### src/rtl/matrix_row_scanner.sv
// Row driver for the heater LED dot-matrix: scans rows with a programmable dwell,
// anti-ghost blanking and on-time window, and emits row/frame strobes for the column fetch.
module matrix_row_scanner #(
   parameter int ROWS       = 8,
   parameter int IDX_W      = 3,
   parameter int DIV_W      = 16,
   parameter int BLANK_CYC  = 2,
   parameter int ACTIVE_LOW = 1
) (
   input  logic             clk,
   input  logic             rst,
   input  logic             en,
   input  logic [1:0]       mode,
   input  logic [DIV_W-1:0] div,
   input  logic [DIV_W-1:0] on_cyc,
   output logic [ROWS-1:0]  led_row,
   output logic [IDX_W-1:0] row_idx,
   output logic             row_start,
   output logic             frame_start,
   output logic             blank
);

   typedef enum logic [1:0] {
      ST_IDLE = 2'd0,
      ST_SCAN = 2'd1,
      ST_TEST = 2'd2
   } state_t;

   localparam logic [ROWS-1:0]  INACT    = (ACTIVE_LOW != 0) ? {ROWS{1'b1}} : {ROWS{1'b0}};
   localparam logic [IDX_W-1:0] LAST_ROW = IDX_W'(ROWS - 1);
   localparam logic [DIV_W-1:0] BLANK_D  = DIV_W'(BLANK_CYC);

   state_t           state_reg, state_next;
   logic [DIV_W-1:0] d_reg, d_next;
   logic [IDX_W-1:0] row_reg, row_next;
   logic             dir_reg, dir_next;
   logic [DIV_W-1:0] div_l_reg, div_l_next;
   logic [DIV_W-1:0] on_l_reg, on_l_next;

   logic [ROWS-1:0]  led_row_reg, led_row_next;
   logic [IDX_W-1:0] row_idx_reg, row_idx_next;
   logic             row_start_reg, row_start_next;
   logic             frame_start_reg, frame_start_next;
   logic             blank_reg, blank_next;

   logic             scan_req, test_req, mode_rev;
   logic             new_frame;
   logic [IDX_W-1:0] frame_last;
   logic             past_blank;
   logic             drive_ok;
   logic [ROWS-1:0]  row_active;

   assign scan_req   = en && (mode == 2'b01 || mode == 2'b10);
   assign test_req   = en && (mode == 2'b11);
   assign mode_rev   = (mode == 2'b10);
   // dir_reg is the direction of the frame in progress; mode only steers the next frame
   assign frame_last = dir_reg ? '0 : LAST_ROW;

   always_comb begin
      state_next = state_reg;
      d_next     = d_reg;
      row_next   = row_reg;
      dir_next   = dir_reg;
      div_l_next = div_l_reg;
      on_l_next  = on_l_reg;
      new_frame  = 1'b0;

      case (state_reg)
         ST_SCAN: begin
            if (scan_req) begin
               if (d_reg == div_l_reg) begin
                  d_next = '0;
                  if (row_reg == frame_last) begin
                     new_frame = 1'b1;
                  end else if (dir_reg) begin
                     row_next = row_reg - IDX_W'(1);
                  end else begin
                     row_next = row_reg + IDX_W'(1);
                  end
               end else begin
                  d_next = d_reg + DIV_W'(1);
               end
            end else if (test_req) begin
               state_next = ST_TEST;
               d_next     = '0;
               row_next   = '0;
            end else begin
               state_next = ST_IDLE;
               d_next     = '0;
               row_next   = '0;
            end
         end
         default: begin
            d_next   = '0;
            row_next = '0;
            if (scan_req) begin
               new_frame = 1'b1;
            end else if (test_req) begin
               state_next = ST_TEST;
            end else begin
               state_next = ST_IDLE;
            end
         end
      endcase

      if (new_frame) begin
         state_next = ST_SCAN;
         d_next     = '0;
         dir_next   = mode_rev;
         row_next   = mode_rev ? LAST_ROW : '0;
      end

      // Period parameters are captured only on entry to cycle 0 of a row
      if (state_next == ST_SCAN && d_next == '0) begin
         div_l_next = div;
         on_l_next  = on_cyc;
      end
   end

   generate
      if (BLANK_CYC == 0) begin : g_no_blank
         assign past_blank = 1'b1;
      end else begin : g_blank
         assign past_blank = (d_next >= BLANK_D);
      end
   endgenerate

   // k never exceeds div_l, so the period end already bounds the window
   assign drive_ok = past_blank && (d_next < on_l_next);

   generate
      for (genvar gi = 0; gi < ROWS; gi++) begin : g_row
         assign row_active[gi] = (row_next == IDX_W'(gi)) ? ~INACT[gi] : INACT[gi];
      end
   endgenerate

   always_comb begin
      led_row_next     = INACT;
      row_idx_next     = '0;
      row_start_next   = 1'b0;
      frame_start_next = 1'b0;
      blank_next       = 1'b1;
      case (state_next)
         ST_SCAN: begin
            row_idx_next     = row_next;
            row_start_next   = (d_next == '0);
            frame_start_next = new_frame;
            if (drive_ok) begin
               led_row_next = row_active;
               blank_next   = 1'b0;
            end
         end
         ST_TEST: begin
            led_row_next = ~INACT;
            blank_next   = 1'b0;
         end
         default: begin
         end
      endcase
   end

   always_ff @(posedge clk or posedge rst) begin
      if (rst) begin
         state_reg       <= ST_IDLE;
         d_reg           <= '0;
         row_reg         <= '0;
         dir_reg         <= 1'b0;
         div_l_reg       <= '0;
         on_l_reg        <= '0;
         led_row_reg     <= INACT;
         row_idx_reg     <= '0;
         row_start_reg   <= 1'b0;
         frame_start_reg <= 1'b0;
         blank_reg       <= 1'b1;
      end else begin
         state_reg       <= state_next;
         d_reg           <= d_next;
         row_reg         <= row_next;
         dir_reg         <= dir_next;
         div_l_reg       <= div_l_next;
         on_l_reg        <= on_l_next;
         led_row_reg     <= led_row_next;
         row_idx_reg     <= row_idx_next;
         row_start_reg   <= row_start_next;
         frame_start_reg <= frame_start_next;
         blank_reg       <= blank_next;
      end
   end

   assign led_row     = led_row_reg;
   assign row_idx     = row_idx_reg;
   assign row_start   = row_start_reg;
   assign frame_start = frame_start_reg;
   assign blank       = blank_reg;

endmodule
### config.mk
export PLATFORM = sky130hd
export DESIGN_NAME = matrix_row_scanner
export DESIGN_NICKNAME = d
export VERILOG_FILES = /design/src/rtl/matrix_row_scanner.sv
export SDC_FILE = /design/constraint.sdc
export NUM_CORES = 1
export LEC_CHECK = 0
export ABC_AREA = 1
export ABC_CLOCK_PERIOD_IN_PS = 3800
export CAP_MARGIN = 0
export CORE_MARGIN = 2
export CORE_UTILIZATION = 55
export CTS_CLUSTER_DIAMETER = 120
export DETAILED_ROUTE_END_ITERATION = 10
export PLACE_DENSITY = 0.79
export SETUP_SLACK_MARGIN = 0.3
export SKIP_CTS_REPAIR_TIMING = 1
export SYNTH_ARGS = -nofsm -noshare
export SYNTH_HDL_FRONTEND = slang
export SYNTH_SLANG_ARGS = --single-unit
### constraint.sdc
create_clock -name clk -period 3.8 [get_ports clk]
set_input_delay 1.14 -clock clk [delete_from_list [all_inputs] [get_ports clk]]
set_output_delay 1.14 -clock clk [all_outputs]
set_load 0.01 [all_outputs]
* Word-level counts from Yosys, hierarchy flattened
Index checks and enable logic that the tools add are counted.
Storage, ports and cells: word-level logic and storage cells 74, input bits 37, flip-flop bits (word level) 68, output and inout port bits 14
Cells by class: reductions and logical operators 7, muxes and demuxes 36, add/sub/neg operators 3, $lt $le $gt $ge 2, equality and inequality tests 15
Operator list (number):
- $mux W16 | 5
- $mux W3 | 9
- $add A16 B1 Y16 const B | 1
- $eq A16 B16 Y1 | 1
- $ge A16 B2 Y1 const B | 1
- $logic_not A16 Y1 | 1
- $lt A16 B16 Y1 | 1
- $mux W1 | 16
- $pmux W8 S2 | 1
- $eq A3 B3 Y1 const B | 4
- $mux W8 | 1
- $eq A2 B1 Y1 const B | 3
- $eq A2 B2 Y1 const B | 3
- $eq A3 B2 Y1 const B | 2
- $mux W2 | 3
- $logic_and A1 B1 Y1 | 4
- $add A3 B1 Y3 const B | 1
- $eq A3 B1 Y1 const B | 1
- $eq A3 B3 Y1 | 1
- $logic_not A3 Y1 | 1
- $sub A3 B1 Y3 const B | 1
- $pmux W1 S2 | 1
- $logic_or A1 B1 Y1 | 1

* Depth between registers and ports, before layout
Gate-level depths: netlist of run 1.
word-level depth 14, depth in mapped cells 28, mapped depth without buffers 27

* Worst setup path before layout of run 1
No wires, ideal clock.
kind in2reg, start point in mode[0], end point reg led_row_reg[7], in the netlist led_row[7], path slack -0.449 ns, setup time 0.079 ns, data required time 3.721 ns, path buffers 1, stages 24, arrival 4.170 ns, path through inv_1 > ha_1 > inv_1 > nand2_1 > nor2_2 > nand2_8 > nor2_2 > nor2_1 > nand2_1 > nor2_4 > nand2_4 > inv_2 > clkbuf_1 > or2_2 > o21ai_0 > ha_1 > a21oi_1 > nor2_1 > a211oi_1 > o221ai_1 > a21oi_1 > nand2_2 > nand2_2 > nand2_1
Between the ends: longest elaborated chain between the ends 13, elaborated cells on any way between the ends 31, those cells by class 2 x order compare; 6 x eq/ne; 17 x mux; 6 x reduce/logical
RTL lines:
- from (decl) | line 13 | input logic [1:0] mode,
- $eq A2 B1 Y1 / $eq A2 B2 Y1 (equally long branches) | line 53 | assign scan_req = en && (mode == 2'b01 || mode == 2'b10);
- $logic_or A1 B1 Y1 (*) | line 53
- $logic_and A1 B1 Y1 (*) | line 53
- $mux W16, or another cell as far along | line 70 | if (scan_req) begin
- $mux W16 / $mux W1 (equally long branches) | line 68 | case (state_reg)
- $mux W16 (*) | line 106 | if (new_frame) begin
- named net d_next[13] | line 34 | logic [DIV_W-1:0] d_reg, d_next;
- $logic_not A16 Y1 | line 114 | if (state_next == ST_SCAN && d_next == '0) begin
- $logic_and A1 B1 Y1 | line 114
- $mux W16 | line 114
- $lt A16 B16 Y1 | line 129 | assign drive_ok = past_blank && (d_next < on_l_next);
- $logic_and A1 B1 Y1 (*) | line 129
- $mux W8 (*) | line 148 | if (drive_ok) begin
- $pmux W8 S2 (*) | line 143 | case (state_next)
- named net led_row_next[7] | line 40 | logic [ROWS-1:0] led_row_reg, led_row_next;
- to (signal assigned) | line 182 | led_row_reg <= led_row_next;
- to (decl) | line 40
Mark *: on every way through the listed nets, which the timed path passes. The rest lies on a longest branch. A chain may end at the register's enable or synchronous reset.

* Final worst setup path of run 1
start point in mode[0], end point reg blank_reg, in the netlist blank
Between the ends: longest elaborated chain between the ends 13, elaborated cells on any way between the ends 25, those cells by class 2 x order compare; 5 x eq/ne; 12 x mux; 6 x reduce/logical
RTL lines:
- $eq A2 B1 Y1 / $eq A2 B2 Y1 (equally long branches) | line 53
- $logic_or A1 B1 Y1 (*) | line 53
- $logic_and A1 B1 Y1 (*) | line 53
- $mux W16, or another cell as far along | line 70
- $mux W16 / $mux W1 (equally long branches) | line 68
- $mux W16 (*) | line 106
- named net d_next[13] | line 34
- $logic_not A16 Y1 | line 114
- $logic_and A1 B1 Y1 | line 114
- $mux W16 | line 114
- $lt A16 B16 Y1 | line 129
- $logic_and A1 B1 Y1 (*) | line 129
- $mux W1 (*) | line 148
- $pmux W1 S2 (*) | line 143
- named net blank_next | line 44 | logic blank_reg, blank_next;
- to (signal assigned) | line 186 | blank_reg <= blank_next;
- to (decl) | line 44
Marked as above.

==> metrics.txt, run 1 <==
Synth Area in Adders 6.72%; LEAKAGE 2.63 nW; most common cell after layout, fill and taps aside nand2_1; largest family of logic cells by synthesized area simple AND/OR/NAND/NOR gates; Worst R2R Path Depth 26; fin crit period 3.83 ns; Sw Pwr 0.528 mW; worst-margin pin slew 0.594 ns; hold depth 2; die area 7650 µm²; Worst R2R Start d_reg[0]; Sink Count 68; MaxCap Viol Count 0; unrepaired setup endpoints after global routing yes; Fin Setup TNS -0.118 ns; Final Cell Area 5190 µm²; Sw Share 28.0%; Internal Power 1.36 mW; worst setup margin -0.0304 ns; vias 3,418; Initial Util 56.7%; final wirelength 9120 µm; net count after synthesis 547; DR pass1 iterations 4; n_diodes 0; Yosys warnings 0; simple-gate area share of the yosys netlist 28.4%; Hold EP on_l_reg[11]; HP Class flop to flop; clock network power share 32.2%; RR Endpoint blank; xor/xnor share of the synthesized area 2.28%; cts bufs inserted 9; critical path class input port to flop; PwrDens 364 nW/µm²; I/O pin count 51; WP data arrival 4.10 ns; Max Clock Skew 0.00897 ns; Cell Area, Placed 4770 µm²; Post-DP HPWL 6310 µm; WL/cell 13.4 µm; mux contribution to synthesized area 0%; Compound-Gate Fraction of Synth Area 8.13%; vias in the first global route 3,297; Max VDD drop 0.290 mV; H-tree depth 3; CTS Root Cell clkbuf_8; Yosys top cell area share 38.5%; nets@finish 653; drt drc 0; Worst-Skew Late Latency 0.35 ns; layout cells sized above 1 26.0%; largest net degree at the start of global routing 28; Syn Std Cell Area 3830 µm²; grt total ovfl 0; Synth area leaders dfrtp_1, nand2_1, inv_1; Worst setup SP type input port; Final period util 101%; Comb pwr share 23.4%; max-slew violation count 0; failing checks setup timing; # setup viols final 6; FF+latch count, synth 68; row cnt 30; relative slew slack 60.3%; Cells after Synth 490; sequential fraction of the synthesis area 44.7%; Die Ht 87.5 µm; Layout area overhead 35.3%; status complete, but fails checks; Antenna Nets Post-Route 0; Netlist cell types 32; placed instance count 655; global placer's final weighted congestion 0.934; CP endpoint kind flop; sequential power share 44.4%; Initial DRC Count 182; GRT Util Overall 23.7%; Finished Layout Cells 681; Die Wd 87.5 µm; syn_area_per_cell 7.82 µm²; Synth area leader dfrtp_1; CTS max path bufs 2; Worst EP required 4.07 ns; CP max FO 8; most frequent cells in the layout nand2_1, inv_1, dfrtp_1; area of the core 6760 µm²; CTS tree done; antenna violations before repair 0; R2R setup slack 0.15 ns; CTS clock-pin slew for the worst setup and hold paths 0.08 ns; DR vias/cell 5.02; FMAX 261 MHz; endpoints failing hold 0; HP Start on_l_reg[11]; first-pass GRT wire length 14,200 µm; I/O Buffers 50
-- per-layer routing --
metal	track usage (%)	share of wire [%]
met5	0	0
met1	31.3	46
met2	38.1	48
met4	10.6	2.2
met3	3.98	4.2
-- cell families after synthesis --
kind of cell,Yosys count
adders and majority gates,20
and+or+nand+nor,238
xor gates and xnor gates,10
AOI/OAI and AO/OA,56
DFF,68
buffers and inverters,98
-- critical path, stage by stage --
cell	delay (ns)
buf_6	0.10
inv_4	0.05
ha_4	0.20
inv_4	0.05
nand2_4	0.07
nor2_4	0.25
nand2_8	0.11
nor2_4	0.13
nor2_1	0.05
nand2_1	0.10
nor2_4	0.05
nand2_4	0.09
inv_6	0.05
buf_4	0.14
or2_2	0.28
o21ai_2	0.10
ha_1	0.31
nand2_1	0.13
nor2_1	0.08
a211oi_2	0.14
nand2_1	0.13
nand2_4	0.13
nand2_2	0.06
nand2_2	0.08
inv_1	0.06
-- cell type report --
class	instances	area (µm²)
repair buffers	100	886
multi-input cells	325	1930
well taps	80	100
fillers	472	1570
clock inverters	1	30.0
clock buffers	15	166
flip-flops and latches	68	1710
inverters	92	359
-- power groups by stage --
stage	combinational [mW]	sequential (mW)	clock (mW)
floorplan	0.234	0.843	0
global placement	0.378	0.848	0
detailed placement	0.393	0.850	0
CTS	0.399	0.839	0.614
global route	0.493	0.847	0.647
finish	0.442	0.839	0.608
-- synth_stat cells --
| cell type | count |
|---|---|
| clkbuf_1 | 1 |
| nand2_4 | 3 |
| ha_1 | 19 |
| inv_1 | 80 |
| fa_1 | 1 |
| o21ai_1 | 4 |
| dfrtp_1 | 59 |
| a21oi_1 | 9 |
| dfstp_2 | 9 |
| inv_2 | 11 |
| and2_1 | 1 |
| a211oi_1 | 2 |
| nand3_1 | 14 |
| o2111ai_1 | 4 |
| buf_2 | 5 |
| nand2_1 | 134 |
| nand3_2 | 2 |
| clkinv_1 | 1 |
| nor4_1 | 1 |
| nand2_2 | 7 |
| or2_2 | 14 |
| o221ai_1 | 1 |
| nor2_4 | 4 |
| nor3_1 | 6 |
| nor2_1 | 38 |
| nand4_1 | 2 |
| o21ai_0 | 33 |
| nand2_8 | 1 |
| nor2_2 | 11 |
| a21o_1 | 1 |
| xor2_1 | 10 |
| o211ai_1 | 2 |
-- stage by stage --
stage | worst slack, ns | total power [mW] | util [%] | hold WS (ns)
2_1_floorplan | -0.0788 | 1.08 | - | 0.461
3_3_place_gp | -0.776 | 1.23 | 70.7 | 0.487
3_5_place_dp | -1.00 | 1.24 | 70.7 | 0.538
4_1_cts | -0.697 | 1.85 | 73.6 | 0.555
5_1_grt | -0.136 | 1.99 | 76.8 | 0.558
6_report | -0.0304 | 1.89 | 76.8 | 0.533
-- worst max-delay path by stage --
stage | start | endpoint | slack [ns] | cells after the start
floorplan | mode[1] | led_row[7] | -0.08 | 23
global placement | mode[0] | led_row[1] | -0.78 | 22
detailed placement | mode[0] | led_row[5] | -1.00 | 22
CTS | mode[0] | led_row[5] | -0.70 | 22
global route | mode[0] | led_row[5] | -0.14 | 25
finish | mode[0] | blank | -0.03 | 25
(Power assumes the default switching activity.)
==> run 2: changes to the inputs <==
--- a/config.mk
+++ b/config.mk
@@ -8,6 +8,7 @@
 export ABC_AREA = 1
 export ABC_CLOCK_PERIOD_IN_PS = 3800
 export CAP_MARGIN = 0
+export CORE_ASPECT_RATIO = 1.2
 export CORE_MARGIN = 2
 export CORE_UTILIZATION = 55
 export CTS_CLUSTER_DIAMETER = 120
==> run 2 against run 1 <==
  * The run still ends with setup timing left
  * Clock power rose by 8.2%
  * Global-route usage rose by 1.8 points
  * Clock skew grew 0.0098 ns
  * Worst hold slack lost 0.0060 ns
==> metrics.txt, run 2 (same netlist as run 1, synthesis figures left out) <==
row cnt 33 (+10%); Max Clock Skew 0.0187 ns (+0.00975 ns); nets@finish 642 (-1.7%); LEAKAGE 2.58 nW (-1.9%); met1 usage in global routing 31.2% (-0.069 points); Cell Area, Placed 4710 µm² (-1.3%); fin crit period 3.81 ns (-0.0239 ns); MaxCap Viol Count 0 (unchanged); largest net degree at the start of global routing 40 (+43%); register area 1710 µm² (about the same); I/O Buffers 50 (unchanged); grt total ovfl 0 (unchanged); endpoints failing hold 0 (unchanged); Finished Layout Cells 677 (-0.59%); Worst-Skew Late Latency 0.35 ns (about the same); relative slew slack 58.6% (-1.8 points); placed instance count 649 (-0.92%); Die Wd 80.2 µm (-8.3%); cts bufs inserted 9 (unchanged); worst-margin pin slew 0.621 ns (+0.0268 ns); DR vias/cell 5.04 (+0.38%); Initial DRC Count 147 (-19%); CTS max path bufs 2 (unchanged); die area 7660 µm² (about the same); Post-DP HPWL 6390 µm (+1.2%); layout cells sized above 1 25.8% (-0.19 points); Worst EP required 4.07 ns (about the same); final wirelength 9760 µm (+7.0%); failing checks setup timing; Max VDD drop 0.287 mV (-1.0%); vias 3,411 (-0.20%); most common cell after layout, fill and taps aside nand2_1; CP endpoint kind flop; antenna violations before repair 0 (unchanged); area of the core 6810 µm² (+0.83%); CTS Root Cell clkbuf_8; HP Class flop to flop; busiest grt layer met2; H-tree depth 3 (unchanged); unrepaired setup endpoints after global routing yes; Final Cell Area 5170 µm² (-0.24%); # setup viols final 2 (-4); max-slew violation count 0 (unchanged); Antenna Nets Post-Route 0 (unchanged); DR pass1 iterations 5 (+1); Final period util 100% (-0.63 points); global placer's final weighted congestion 0.848 (-9.2%); CTS tree done; Die Ht 95.5 µm (+9.1%); first-pass GRT wire length 14,800 µm (+4.6%); I/O pin count 51 (unchanged); Hold WS 0.527 ns (-0.00602 ns); footprint of the multi-input gates 1950 µm² (+1.2%); Pwr Total 1.93 mW (+2.3%); worst setup margin -0.00642 ns (+0.0239 ns); vias in the first global route 3,272 (-0.76%); Sink Count 68 (unchanged); GRT Util Overall 25.4% (+1.8 points); met3 Resource Use GR 5.87% (+1.9 points); drt drc 0 (unchanged); CTS clock-pin slew for the worst setup and hold paths 0.09 ns (about the same); Worst setup SP type input port; PwrDens 374 nW/µm² (+2.6%); n_diodes 0 (unchanged); met2 global-route usage 43.3% (+5.2 points); status complete, but fails checks; CP max FO 13 (+5); most frequent cells in the layout nand2_1, inv_1, dfrtp_1; critical path class input port to flop; FMAX 263 MHz (+0.63%); WP data arrival 4.08 ns (-0.02 ns); WL/cell 14.4 µm (+7.6%); fillcell total 476 (+0.85%); Layout area overhead 35.0%; Initial Util 56.3% (-0.47 points)
-- run 2: cell count changes in the layout (fill, tap and decap cells not counted), sizes merged --
cell	previous run	this run
buf	51	39
bufinv	1	2
clkbuf	16	11
clkinv	0	2
clkinvlp	1	3
inv	91	92
-- run 2: final cells by class --
cell class | instances | area share [%]
Clock buffer | 10 | 2.47
Clock inverter | 6 | 1.72
Sequential cell | 68 | 33.1
Timing Repair inverter | 1 | 0.121
Inverter | 92 | 6.89
Multi-Input combinational cell | 325 | 37.8
Tap cell | 87 | 2.10
Timing Repair Buffer | 88 | 15.8
-- run 2: path summary, 6_finish.rpt --
kind | cells after the start | start | to | slack (ns)
max reg2reg | 22 | d_reg[1] | led_row[1] | 0.07
max in group asynchronous | 3 | rst | d_reg[0] | 1.96
min in group asynchronous | 2 | rst | on_l_reg[9] | 1.19
min | 2 | on_l_reg[11] | on_l_reg[11] | 0.53
min reg2reg | 2 | on_l_reg[11] | on_l_reg[11] | 0.53
max | 24 | mode[0] | led_row[1] | -0.006
-- run 2: critical path, stage by stage --
cell and delay [ns]:
buf_8 0.10, inv_4 0.05, ha_4 0.19, inv_2 0.06, nand2_4 0.07, nor2_4 0.24
nand2_8 0.11, a21o_1 0.20, nand2_2 0.10, nor2_4 0.05, nand2_4 0.11, buf_12 0.16
nand2_1 0.07, o21ai_2 0.08, inv_1 0.11, ha_4 0.25, nand2_2 0.07, nor2_1 0.06
a211oi_2 0.22, o221ai_2 0.16, a21oi_4 0.21, nand2_2 0.10, nand2_4 0.08, nand2_2 0.06
-- run 2: metrics by stage --
stage	setup WS [ns]	TNS, ns	utilization, %
floorplan	-0.0788	-0.643	-
global placement	-0.665	-5.94	69.1
detailed placement	-0.812	-7.16	69.1
CTS	-0.513	-4.45	72.3
global route	-0.144	-1.09	75.9
finish	-0.00642	-0.00968	75.9
-- run 2: report_power, final --
| part | switching (mW) | internal, mW | leakage [nW] |
|---|---|---|---|
| clock network | 0.289 | 0.370 | 0.102 |
| registers | 0.0358 | 0.803 | 0.839 |
| logic | 0.229 | 0.206 | 1.64 |
| total | 0.553 | 1.38 | 2.58 |
-- run 2: layer usage --
layer  up-vias  part of all wire [%]
li1       1703                     -
met3        26                   4.6
met5         -                     0
met2        90                    52
met1      1592                    41
met4         0                   3.1
